[src/rtl/toeplitz_hash_serial.sv]
// Chunk-serial GF(2) Toeplitz hash: 256-bit tweak absorbed CHUNK bits per beat into a 128-bit hash.
// Optional macro TOEPLITZ_ZKEY_ERR_EN: an all-zero key is rejected with a one-cycle err pulse.

module toeplitz_hash_lane #(
  parameter int CHUNK = 8
) (
  input  logic [CHUNK-1:0] key_win,
  input  logic [CHUNK-1:0] data,
  output logic             bit_out
);
  assign bit_out = ^(key_win & data);
endmodule

module toeplitz_hash_serial #(
  parameter int CHUNK = 8
) (
  input  logic             clk,
  input  logic             rst,
  input  logic             start,
  input  logic [382:0]     key_in,
  output logic             busy,
  input  logic             t_valid,
  output logic             t_ready,
  input  logic [CHUNK-1:0] t_data,
  output logic             h_valid,
  input  logic             h_ready,
  output logic [127:0]     h_data,
  output logic             err
);
  localparam int IN    = 256;
  localparam int DIM   = 128;
  localparam int KLEN  = IN + DIM - 1;
  localparam int NBEAT = IN / CHUNK;
  localparam int CW    = $clog2(NBEAT) + 1;
  localparam logic [CW-1:0] LAST = CW'(NBEAT - 1);

  typedef enum logic [1:0] {IDLE, ABSORB, DONE} state_t;

  state_t          state, state_nx;
  logic [KLEN-1:0] kreg;
  logic [DIM-1:0]  acc;
  logic [DIM-1:0]  contrib;
  logic [CW-1:0]   cnt;
  logic            beat;
  logic            key_ok;
  logic            err_q;

`ifdef TOEPLITZ_ZKEY_ERR_EN
  assign key_ok = |key_in;
`else
  assign key_ok = 1'b1;
`endif

  assign beat = t_valid && (state == ABSORB);

  // Lane k sees the key window starting at 127-k; shifting kreg right by CHUNK
  // per beat makes the same window line up with the next tweak chunk.
  for (genvar k = 0; k < DIM; k++) begin : g_lane
    toeplitz_hash_lane #(.CHUNK(CHUNK)) u_lane (
      .key_win (kreg[DIM-1-k +: CHUNK]),
      .data    (t_data),
      .bit_out (contrib[k])
    );
  end

  always_ff @(posedge clk) begin
    if (rst) state <= IDLE;
    else     state <= state_nx;
  end

  always_comb begin
    state_nx = state;
    case (state)
      IDLE:    if (start && key_ok)      state_nx = ABSORB;
      ABSORB:  if (beat && cnt == LAST)  state_nx = DONE;
      DONE:    if (h_ready)              state_nx = IDLE;
      default:                           state_nx = IDLE;
    endcase
  end

  always_comb begin
    busy    = (state != IDLE);
    t_ready = (state == ABSORB);
    h_valid = (state == DONE);
  end

  always_ff @(posedge clk) begin
    if (rst) begin
      kreg <= '0;
      acc  <= '0;
      cnt  <= '0;
    end else if (state == IDLE && start && key_ok) begin
      kreg <= key_in;
      acc  <= '0;
      cnt  <= '0;
    end else if (beat) begin
      acc  <= acc ^ contrib;
      kreg <= kreg >> CHUNK;
      cnt  <= cnt + 1'b1;
    end
  end

`ifdef TOEPLITZ_ZKEY_ERR_EN
  always_ff @(posedge clk) begin
    if (rst) err_q <= 1'b0;
    else     err_q <= (state == IDLE) && start && !key_ok;
  end
`else
  assign err_q = 1'b0;
`endif

  assign h_data = acc;
  assign err    = err_q;
endmodule

[config.mk]
export PLATFORM = sky130hd
export DESIGN_NAME = toeplitz_hash_serial
export DESIGN_NICKNAME = d
export VERILOG_FILES = /design/src/rtl/toeplitz_hash_serial.sv
export SDC_FILE = /design/constraint.sdc
export NUM_CORES = 2
export LEC_CHECK = 0
export BUFFER_PORTS_ARGS = -buffer_cell sky130_fd_sc_hd__buf_2
export CORE_ASPECT_RATIO = 1.2
export CORE_MARGIN = 1.5
export CORE_UTILIZATION = 40
export DETAILED_ROUTE_END_ITERATION = 16
export GPL_ROUTABILITY_DRIVEN = 0
export PLACE_DENSITY = 0.65
export SYNTH_ARGS = -nofsm -noshare
export SYNTH_HDL_FRONTEND = slang
export SYNTH_SLANG_ARGS = --single-unit
[constraint.sdc]
create_clock -name clk -period 5.5 [get_ports clk]
set_clock_uncertainty 0.05 [all_clocks]
set_input_delay 1.1 -clock clk [delete_from_list [all_inputs] [get_ports clk]]
set_output_delay 1.1 -clock clk [all_outputs]
set_load 0.05 [all_outputs]
# Yosys cells after proc, flatten, opt, wreduce, memory -nomap -nowiden
# Cells that the tools add are included.
totals:
  ramBits: 0
  rom_bits: 0
  wordCells: 282
  input_bits: 396
  out_inout_bits: 132
  latch_bits: 0
  mem_count: 0
  reg_bits: 519
classes:
  add_sub_neg: 1
  order_cmp: 0
  shift: 0
  muxes: 6
  bitwise: 129
  n_mul: 0
  div: 0
  n_eq_ne: 6
  reduce_logical: 136
op_table:
  columns: ["operator", "count"]
  rows:
  - ["bitwise AND 8 bit", 128]
  - ["parity 8 bit", 128]
  - ["2-to-1 mux 383 bit", 2]
  - ["bitwise XOR 128 bit", 1]
  - ["adder 6 x 1 -> 6 bit, second input constant", 1]
  - ["== test 6 x 5 -> 1 bit, second input constant", 1]
  - ["2-to-1 mux 2 bit", 3]
  - ["case mux 2 bit (3 select lines)", 1]
  - ["!= test 2 x 1 -> 1 bit, second input constant", 2]
  - ["nonzero test 2 bit", 2]
  - ["logical AND 1 bit", 3]
  - ["AND reduction 3 bit", 1]
  - ["== test 2 x 1 -> 1 bit, second input constant", 1]
  - ["== test 2 bit, second input constant", 1]
  - ["zero test 2 bit", 1]
  - ["!= test 2 bit, second input constant", 1]
  - ["OR reduction 2 bit", 1]

# Logic depth before layout (Yosys ltp)
logic_depth:
  word_depth: 5
  ltp_mapped: 8
  depth_no_buf: 6

# Cells and area by module
# From an unflattened synthesis, not the netlist that was laid out.
hier_totals:
  cells_unflattened: 4746
  area_unflattened_um2: 33672.3
by_module_without_submodules:
  columns: ["module", "area_per_inst_um2", "cells_per_inst", "n_inst", "seq_area_each_um2"]
  rows:
  - ["toeplitz_hash_serial", 21981.1, 2826, 1, 10390.0]
  - ["toeplitz_hash_lane", 91.3, 15, 128, 0.0]

# Worst setup path before layout
# No wires, ideal clock.
synth_path:
  path_kind: "input to register"
  from: "input t_data[5]"
  to: "register acc[100] (netlist: h_data[100])"
  path_buffers: 2
  setup_slack_ns: 2.951
  required_ns: 5.384
  t_arrival_ns: 2.432
  cell_stages: 8
  setup_ns: 0.066
  path_cell_list: "clkbuf_1 > buf_2 > nand2_1 > xnor2_1 > xnor2_1 > xnor2_1 > or3_1 > a21oi_2"
synth_between:
  elab_chain_cells: 3
synth_rtl:
  columns: ["item", "line", "source"]
  rows:
  - ["start, declared", "24", "input logic [CHUNK-1:0] t_data,"]
  - ["bitwise AND 8 bit", "11", "assign bit_out = ^(key_win & data);"]
  - ["parity 8 bit", "11", null]
  - ["bitwise XOR 128 bit", "97", "acc <= acc ^ contrib;"]
  - ["end signal, assigned", "97", null]
  - ["end, declared", "41", "logic [DIM-1:0] acc;"]
# No other way between the ends.
# A chain may end at the register's enable or synchronous reset.

# Final worst setup path
layout_path:
  from: "register state[1]"
  to: "register acc[30] (netlist: h_data[30])"
layout_between:
  elab_chain_cells: 3
  word_cells_on_any_way: 5
  classes_between: "1 x eq/ne; 4 x reduce/logical"
layout_rtl:
  columns: ["item", "line", "source"]
  rows:
  - ["start, declared", "39", "state_t state, state_nx;"]
  - ["start signal, assigned", "68", "else state <= state_nx;"]
  - ["zero test 2 bit", "92", "end else if (state == IDLE && start && key_ok) begin"]
  - ["logical AND 1 bit", "92", null]
  - ["OR reduction 2 bit (no line)", null, null]
# Parallel ways exist; a longest one is shown, timed or not.

==> reports/summary.txt <==
post-synth cell types: 27
unrepaired setup endpoints after global routing: false
first-pass GRT wire length: 168 mm
Critical Path Sink Type: register
Hold Path Depth: 2
Pleak: 12.5 nW
initial core utilization: 40.4%
Area after DPL: 35200 um^2
main combinational cell family by area after synthesis: XOR/XNOR gates
minimum clock period: 3070 ps
total negative slack: 0 ps
post-route insts no fill: 5807
Final Core Density: 44.7%
fin. max-slew vios: 0
post-synth top area share: 30.8%
cell mode on critical path: buf_12
met3 WL: 9.69 mm
GRT Util Overall: 24.5%
# port buffers: 526
Synth area leaders: dfxtp_1 (31%), xnor2_1 (17%), nand2_1 (16%), a22oi_1 (8.5%), a21oi_1 (6.8%)
H-tree Lvls: 2
Synth Register Bits: 519
Remaining DRCs: 0
critical path's top delay family: simple AND/OR/NAND/NOR gates
clk slew on worst S/H paths: 60 ps
post-place setup slack: 1720 ps
Post-Synth Simple-Gate Area: 18.4%
Area Growth Syn to Fin: 10.6%
Synth Area in Compound Gates: 18.5%
DRT Pass-1 Iters: 6
maximum VDD drop: 296 uV
total grt overflow: 0
placed cells: 5678
WL/cell: 18.7 um
Synth Area in XOR/XNOR: 23.4%
Bufs on Longest Clock Path: 3
max_cap viols: 0
endpoints failing setup: 0
Critical-path top delay cell: or2_4
synthesized instance count: 4449
layout cells sized above 1: 15.3%
CTS Hold Buffers Added: 0
CTS root buf: clkbuf_16
via count: 30700
Post-Synth Adder-Cell Area: 0.0371%
worst-path cell chain: or2_2, nor2_4, buf_12, or2_4, buf_12, a21oi_1
WL met2: 52.7 mm
cts repair resizes: 0
WL final: 109 mm
vias in the first global route: 28800
CTS tree: built
CTS Buf Count: 59
mapped cell area: 33700 um^2
antenna-violating nets left: 0
# fillers: 8432
maximum clock rate: 0.325 GHz
met1 wire length: 43.5 mm
syn avg cell area: 7.59 um^2
clk sinks: 519
Crit Path Max Fanout: 197
mux contribution to synthesized area: 0%
EDFF count, synth: 0
internal reg-to-reg setup slack: 2430 ps
top cells by count, synth: nand2_1 (1404), xnor2_1 (641), dfxtp_1 (519)
Primary FF master, synth: dfxtp_1
design area: 37300 um^2
CP arrival: 3530 ps
std cell rows: 116
largest net degree at the start of global routing: 200
Synth Warn #: 0
Max-slew headroom: 20.4%
Pwr per Cell Area: 289 nW/um^2
startpoint types: register
Die X: 268 um
area leader, netlist: dfxtp_1
DP HPWL: 70.2 mm
crit path kind: reg2reg
die height: 321 um
setup bufs post-CTS: 0
max incr delay on CP: 840 ps
Iter 0 DRT Violations: 2687
worst r2r path cells: 6
PnR worst setup slack: 2430 ps
Final Cycle Share: 55.9%
WP buf/inv: 2
WP depth: 6
DIE AREA: 86100 um^2
Vias/cell: 5.29
Least-Margin Pin Slew: 1190 ps
worst-skew pair later-pin latency: 650 ps
total core area: 83500 um^2
sequential fraction of the synthesis area: 30.8%
IO Pins: 528
Synth async-reset ratio: 0%
Final Hold Viols: 0
antenna violations before repair: 48
Worst EP required: 5960 ps
status: complete, no violations
Nets: 5015
hold crit path type: reg2reg
Syn Nets: 4846
most frequent cell after synthesis: nand2_1
max layer used: met5
[worst reg2reg max path: cells and delay by family (launching register included)]
family          cells  cell delay (ps)
compound gates      1              120
buf+inv             2             1060
flops               1              340
simple gates        3             1370
[sequential cells by signal (all words and copies together), names as in the netlist]
register	flops
kreg	383
h_data	128
cnt	6
state	2
[worst paths after layout]
kind                            startpoint         end
worst max-delay path              state[1]  h_data[30]
worst min-delay path             kreg[276]   kreg[276]
worst max register to register    state[1]  h_data[30]
worst min register to register   kreg[276]   kreg[276]
[final cells by class]
cell class	count	area [um^2]	share of cell area [%]
clock inverters	24	314	0.841
flip-flops and latches	519	10400	27.8
diodes	18	45.0	0.121
repair buffers	558	3070	8.21
well taps	1121	1400	3.76
multi-input cells	3479	20400	54.5
clock buffers	87	1760	4.72
inverters	1	3.75	0.0101
[stage by stage]
step	total power [mW]	hold WS, ps
floorplan	6.12	387
global placement	6.61	391
detailed placement	6.65	397
CTS	10.9	405
global route	11.3	421
finish	10.8	404
[layout by cell type (no fill, tap or decap), types with 2 or more instances in the layout]
master,netlist,routed
nand2_1,1404,1403
xnor2_1,641,641
dfxtp_1,519,519
buf_2,140,517
a21oi_1,461,461
a22oi_1,383,383
xor2_1,259,259
o21ai_0,129,129
or3_1,129,129
clkbuf_16,0,59
a21oi_2,46,46
buf_4,21,27
diode_2,0,18
clkbuf_8,55,18
nor2_1,15,14
buf_12,0,13
clkinv_2,0,12
clkbuf_1,147,10
bufinv_16,0,6
nand4_1,3,3
nor2_4,0,2
inv_16,0,2
clkinv_4,0,2
[layer usage]
| metal | up-vias | track usage, % |
|---|---|---|
| met5 | - | 0 |
| met4 | 62 | 6.43 |
| met3 | 205 | 7.79 |
| met2 | 995 | 41.8 |
| met1 | 14500 | 29.4 |
| li1 | 14900 | - |
[power by group]
part           switching, mW  internal (mW)  total (mW)  leakage (nW)
clock network           1.73           2.50        4.23          1.03
registers              0.314           3.98        4.30          4.25
logic                   1.35          0.920        2.27          7.23
[kinds of logic (layout without fill, tap and decap cells)]
group	count (synthesis)	after routing
AND/OR/NAND/NOR	1558	1558
AO/OA/AOI/OAI	1019	1019
XOR/XNOR	900	900
flip-flops	519	519
buffers and inverters	451	670
adder cells (fa/ha/maj)	1	1
other	1	19
(Power assumes the default switching activity.)
